===== src/rtl/add_sched_if.sv =====
// Operand/result handshake bundle between the requesters, the consumer and add_sched.
// Master drives requests and accepts results; slave is the scheduler.
interface add_sched_if #(
  parameter int WIDTH = 8
);
  logic             req0_valid;
  logic [WIDTH-1:0] req0_a;
  logic [WIDTH-1:0] req0_b;
  logic             req0_ready;

  logic             req1_valid;
  logic [WIDTH-1:0] req1_a;
  logic [WIDTH-1:0] req1_b;
  logic             req1_ready;

  logic             res_valid;
  logic             res_ready;
  logic [WIDTH-1:0] res_sum;
  logic             res_carry;
  logic             res_id;

  modport master (
    output req0_valid, req0_a, req0_b,
    output req1_valid, req1_a, req1_b,
    output res_ready,
    input  req0_ready, req1_ready,
    input  res_valid, res_sum, res_carry, res_id
  );

  modport slave (
    input  req0_valid, req0_a, req0_b,
    input  req1_valid, req1_a, req1_b,
    input  res_ready,
    output req0_ready, req1_ready,
    output res_valid, res_sum, res_carry, res_id
  );
endinterface


===== src/rtl/add_sched.sv =====
// Two-requester round-robin adder: accepts one operand pair at a time, adds it,
// and holds the registered sum until the consumer takes it.
//
// state | meaning
// ------+---------------------------------------------------------------
// IDLE  | waiting for a granted requester; the only state with a ready
// EXEC  | latched operands are summed into the result registers
// DONE  | result presented (res_valid=1) until res_ready accepts it
module add_sched #(
  parameter int WIDTH = 8
) (
  input  logic        clk,
  input  logic        rst_n,
  input  logic        ena,
  add_sched_if.slave  bus,
  output logic        busy,
  output logic [7:0]  op_count
);

  typedef enum logic [1:0] {
    IDLE = 2'd0,
    EXEC = 2'd1,
    DONE = 2'd2
  } state_t;

  state_t           state;
  logic             last;
  logic [WIDTH-1:0] op_a;
  logic [WIDTH-1:0] op_b;
  logic             op_id;

  logic             grant_vld;
  logic             grant_id;
  logic             accept;
  logic [WIDTH:0]   sum_full;

  // With both requesters asking, whoever was not served last wins.
  always_comb begin
    grant_vld = 1'b0;
    grant_id  = 1'b0;
    if (bus.req0_valid && bus.req1_valid) begin
      grant_vld = 1'b1;
      grant_id  = ~last;
    end else if (bus.req0_valid) begin
      grant_vld = 1'b1;
      grant_id  = 1'b0;
    end else if (bus.req1_valid) begin
      grant_vld = 1'b1;
      grant_id  = 1'b1;
    end
  end

  // rst_n gates the readies so nothing looks accepted while reset is held.
  assign accept         = rst_n && ena && (state == IDLE) && grant_vld;
  assign bus.req0_ready = accept && !grant_id;
  assign bus.req1_ready = accept && grant_id;

  assign sum_full = {1'b0, op_a} + {1'b0, op_b};
  assign busy     = (state != IDLE);

  always_ff @(posedge clk or negedge rst_n) begin
    if (!rst_n) begin
      state         <= IDLE;
      last          <= 1'b1;
      op_a          <= '0;
      op_b          <= '0;
      op_id         <= 1'b0;
      bus.res_valid <= 1'b0;
      bus.res_sum   <= '0;
      bus.res_carry <= 1'b0;
      bus.res_id    <= 1'b0;
      op_count      <= 8'd0;
    end else if (ena) begin
      case (state)
        IDLE: begin
          if (grant_vld) begin
            op_a  <= grant_id ? bus.req1_a : bus.req0_a;
            op_b  <= grant_id ? bus.req1_b : bus.req0_b;
            op_id <= grant_id;
            last  <= grant_id;
            state <= EXEC;
          end
        end
        EXEC: begin
          {bus.res_carry, bus.res_sum} <= sum_full;
          bus.res_id    <= op_id;
          bus.res_valid <= 1'b1;
          state         <= DONE;
        end
        DONE: begin
          if (bus.res_ready) begin
            bus.res_valid <= 1'b0;
            op_count      <= op_count + 8'd1;
            state         <= IDLE;
          end
        end
        default: begin
          bus.res_valid <= 1'b0;
          state         <= IDLE;
        end
      endcase
    end
  end

endmodule


===== src/flat_wrapper.sv =====
// flat-port wrapper written by rule: the top's interface ports become plain ports
module add_sched_flat 
#(
  parameter int WIDTH = 8
)
  (clk, rst_n, ena, busy, op_count, bus_req0_valid, bus_req0_a, bus_req0_b, bus_req1_valid, bus_req1_a, bus_req1_b, bus_res_ready, bus_req0_ready, bus_req1_ready, bus_res_valid, bus_res_sum, bus_res_carry, bus_res_id);
  add_sched_if #(.WIDTH(WIDTH)) bus_i ();
  input  logic clk;
  input  logic rst_n;
  input  logic ena;
  output logic busy;
  output logic [7:0] op_count;
  input wire logic [$bits(bus_i.req0_valid)-1:0] bus_req0_valid;
  input wire logic [$bits(bus_i.req0_a)-1:0] bus_req0_a;
  input wire logic [$bits(bus_i.req0_b)-1:0] bus_req0_b;
  input wire logic [$bits(bus_i.req1_valid)-1:0] bus_req1_valid;
  input wire logic [$bits(bus_i.req1_a)-1:0] bus_req1_a;
  input wire logic [$bits(bus_i.req1_b)-1:0] bus_req1_b;
  input wire logic [$bits(bus_i.res_ready)-1:0] bus_res_ready;
  output wire logic [$bits(bus_i.req0_ready)-1:0] bus_req0_ready;
  output wire logic [$bits(bus_i.req1_ready)-1:0] bus_req1_ready;
  output wire logic [$bits(bus_i.res_valid)-1:0] bus_res_valid;
  output wire logic [$bits(bus_i.res_sum)-1:0] bus_res_sum;
  output wire logic [$bits(bus_i.res_carry)-1:0] bus_res_carry;
  output wire logic [$bits(bus_i.res_id)-1:0] bus_res_id;
  assign bus_i.req0_valid = bus_req0_valid;
  assign bus_i.req0_a = bus_req0_a;
  assign bus_i.req0_b = bus_req0_b;
  assign bus_i.req1_valid = bus_req1_valid;
  assign bus_i.req1_a = bus_req1_a;
  assign bus_i.req1_b = bus_req1_b;
  assign bus_i.res_ready = bus_res_ready;
  assign bus_req0_ready = bus_i.req0_ready;
  assign bus_req1_ready = bus_i.req1_ready;
  assign bus_res_valid = bus_i.res_valid;
  assign bus_res_sum = bus_i.res_sum;
  assign bus_res_carry = bus_i.res_carry;
  assign bus_res_id = bus_i.res_id;
  add_sched #(.WIDTH(WIDTH)) u_core (.clk(clk), .rst_n(rst_n), .ena(ena), .bus(bus_i), .busy(busy), .op_count(op_count));
endmodule

===== config.mk =====
export PLATFORM = sky130hd
export DESIGN_NAME = add_sched_flat
export DESIGN_NICKNAME = d
export VERILOG_FILES = /design/src/rtl/add_sched_if.sv /design/src/rtl/add_sched.sv /design/src/flat_wrapper.sv
export SDC_FILE = /design/constraint.sdc
export NUM_CORES = 1
export LEC_CHECK = 0
export BUFFER_PORTS_ARGS = -buffer_cell sky130_fd_sc_hd__buf_2
export CORE_MARGIN = 2
export CORE_UTILIZATION = 51
export DETAILED_ROUTE_END_ITERATION = 16
export GPL_TIMING_DRIVEN = 0
export PLACE_DENSITY = 0.77
export SLEW_MARGIN = 20
export SYNTH_ARGS = -nofsm -noshare
export SYNTH_HDL_FRONTEND = slang
export SYNTH_SLANG_ARGS = --single-unit

===== constraint.sdc =====
create_clock -name clk -period 1.9 [get_ports clk]
set_input_delay 0 -clock clk [delete_from_list [all_inputs] [get_ports clk]]
set_output_delay 0 -clock clk [all_outputs]
set_load 0.01 [all_outputs]

==> results.ini <==
[synthesis]
yosysSeqAreaShare_pct=50.0
synth_area_mm2=0.00196
synth_edf_count=0
synth_nets=236
synth-warning-count=0
avgSynthCellArea_um2=10.4
synth_ff_type=dfrtp_1
synth_cells=188
ys_ff_latch=39
synth_cell_type_count=32
async_flop_share_pct=100

[timing]
finalMaxSlewViolations=0
max-slew-margin-rel_pct=41.7
finalHoldViolCount=0
finClkSkew_ns=0.00870
period_share_pct=95.0
worst_slack_ns=0.0952
setup_viol=0
worst_pin_slew_ns=0.874
rsz0062_at_grt=false
fin_tns_setup_ns=0
max_freq_ghz=0.554
period_needed_ns=1.80

[job]
drv_cap=0

[hold_path]
min_delay_path_depth=3
holdPathEnd=u_core.op_a[4]$_DFFE_PN0P_
hold_class=in -> reg
hold_path_startpoint=bus_req0_a[4]

[floorplan]
fp.coreArea_mm2=0.00366
die_h_um=65.9
rows=22
start_util_pct=53.4
ios=60
die_w_um=65.9
fp.dieArea_mm2=0.00435

[worst_setup_path]
path_class=reg -> reg
start_kind=flop
required_ns=2.10
regToRegStartpoint=u_core.op_a[0]$_DFFE_PN0P_
r2r_cells=8
r2r-end=u_core.bus.res_carry$_DFFE_PN0P_
end_kind=flop
critPathMaxFanout=3
cp.arrival_ns=2.01
regToRegSetupSlack_ns=0.1

[final_layout]
final_core_util_pct=73.0
final_common_cell=buf_2
drive_gt1_share_pct=29.4
final_cell_mix=buf_2 (63), dfrtp_1 (38), nand2_1 (33), dlygate4sd3_1 (24), o21ai_1 (20)
syn_to_final_growth_pct=36.6
insertedDiodeCount=0
final_cells=327
fill_cells=267
fin_nets=326

[power_and_ir_drop]
irDropWorstVdd_uv=894
pwr_density_cell_mw_per_mm2=1390
leakagePower_nw=1.37

[clock_network]
cts.sinks=39
ctsRootBufferMaster=clkbuf_8
post_cts_buffers=0
cts_tree=done
clk_latency_ns=0.29
cts_buffer_depth=2
cts-htree-levels=2
cts-buffers-inserted=5
clk_pin_slew_ns=0.08

[route]
via_per_inst=5.13
drt_first_iter_violations=54
wl_per_cell_um=13.2
ant_nets=0
dr.pass1.iters=4
routed_wl_um=4310
route.detailed.drc=0
vias=1677

[global_route]
grtUsageTotal_pct=21.8
antenna_found_initial=0
grt_pass1_wl_um=7010
grt_overflow=0
grt_max_degree=42
grt_pass1_vias=1575

[placement]
gp_congestion=0.744
dp_hpwl_um=2780
placed_cells=295
numPortBuffers=59
place_ws_ns=0.0751

[run_status]
status=complete, no violations

==> worst max-delay path by stage <==
stage / endpoint / startpoint / slack (ns)
2_1_floorplan: u_core.bus.res_carry$_DFFE_PN0P_ / u_core.op_b[0]$_DFFE_PN0P_ / 0.25
3_3_place_gp: u_core.bus.res_carry$_DFFE_PN0P_ / u_core.op_b[0]$_DFFE_PN0P_ / 0.11
3_5_place_dp: u_core.bus.res_carry$_DFFE_PN0P_ / u_core.op_b[0]$_DFFE_PN0P_ / 0.08
4_1_cts: u_core.bus.res_carry$_DFFE_PN0P_ / u_core.op_b[0]$_DFFE_PN0P_ / 0.07
5_1_grt: u_core.bus.res_carry$_DFFE_PN0P_ / u_core.op_a[0]$_DFFE_PN0P_ / 0.0005
6_report: u_core.bus.res_carry$_DFFE_PN0P_ / u_core.op_a[0]$_DFFE_PN0P_ / 0.1
==> metrics by stage <==
stage	hold slack, ns	cell area (um2)	power (mW)
global route	0.0202	2670	4.04
CTS	0.0000160	2660	3.69
finish	0.00522	2670	3.71
global placement	0.159	2310	2.97
floorplan	-0.296	1960	2.56
detailed placement	0.158	2310	3.01
==> final cells by class <==
class                      instances  area (um2)  area share, %
sequential                        39         977           36.6
multi-input combinational        136         937           35.1
timing repair buffer              83         536           20.0
clock buffer                       7        96.3           3.61
tap                               48        60.1           2.25
buffer                             6        31.3           1.17
inverter                           7        26.3          0.984
clock inverter                     1        7.51          0.281
==> critical path: stages (launching register included) <==
cell and delay [ns]:
dfrtp_1 0.37, ha_2 0.20, inv_1 0.05, fa_1 0.39, nand2b_1 0.17, a21oi_1 0.14, nand2b_4 0.15, a21oi_1 0.06
o31ai_1 0.18
==> cell usage after synthesis (4+ instances only) <==
cell     number  area, um2
xor2_1        6       52.6
o21ai_1      20        100
ha_1          9        113
xnor2_1       7       61.3
mux2i_1      17        170
a21oi_1       9       45.0
nand2_1      33        124
dfrtp_1      38        951
buf_2         4       20.0
o21ai_0       6       30.0
inv_1         5       18.8
==> state kept, by name (all words and copies together) (netlist names) <==
register / count
u_core.state: 2
u_core.bus.res_valid: 1
u_core.op_b: 8
u_core.op_id: 1
u_core.op_count: 8
u_core.bus.res_carry: 1
u_core.bus.res_id: 1
u_core.bus.res_sum: 8
u_core.last: 1
u_core.op_a: 8
==> cell families (layout without fill, tap and decap cells) <==
logic type | Yosys count | in the layout | synth area share (%)
xor+xnor | 13 | 13 | 5.82
mux | 20 | 20 | 10.4
fa+ha+maj | 10 | 10 | 6.78
simple gates | 48 | 48 | 11.2
buf+inv | 13 | 104 | 2.94
flops | 39 | 39 | 50.0
compound gates | 45 | 45 | 12.9
==> report_power, final <==
group / internal (mW) / switching, mW / total (mW)
logic: 0.778 / 0.912 / 1.69
registers: 1.18 / 0.227 / 1.41
clock network: 0.330 / 0.283 / 0.613
==> what timing repair did <==
action,CTS,global route
resized for setup,0,3
hold buffers,24,0
hold endpoints to repair,51,0
endpoints found under the setup margin,0,2
==> layer usage <==
metal | routed length (um) | GRT usage, %
met5 | 0 | 0
met4 | 74 | 8.85
met3 | 275 | 6.47
met2 | 2180 | 37.2
met1 | 1780 | 25.6
(Power assumes the default switching activity.)
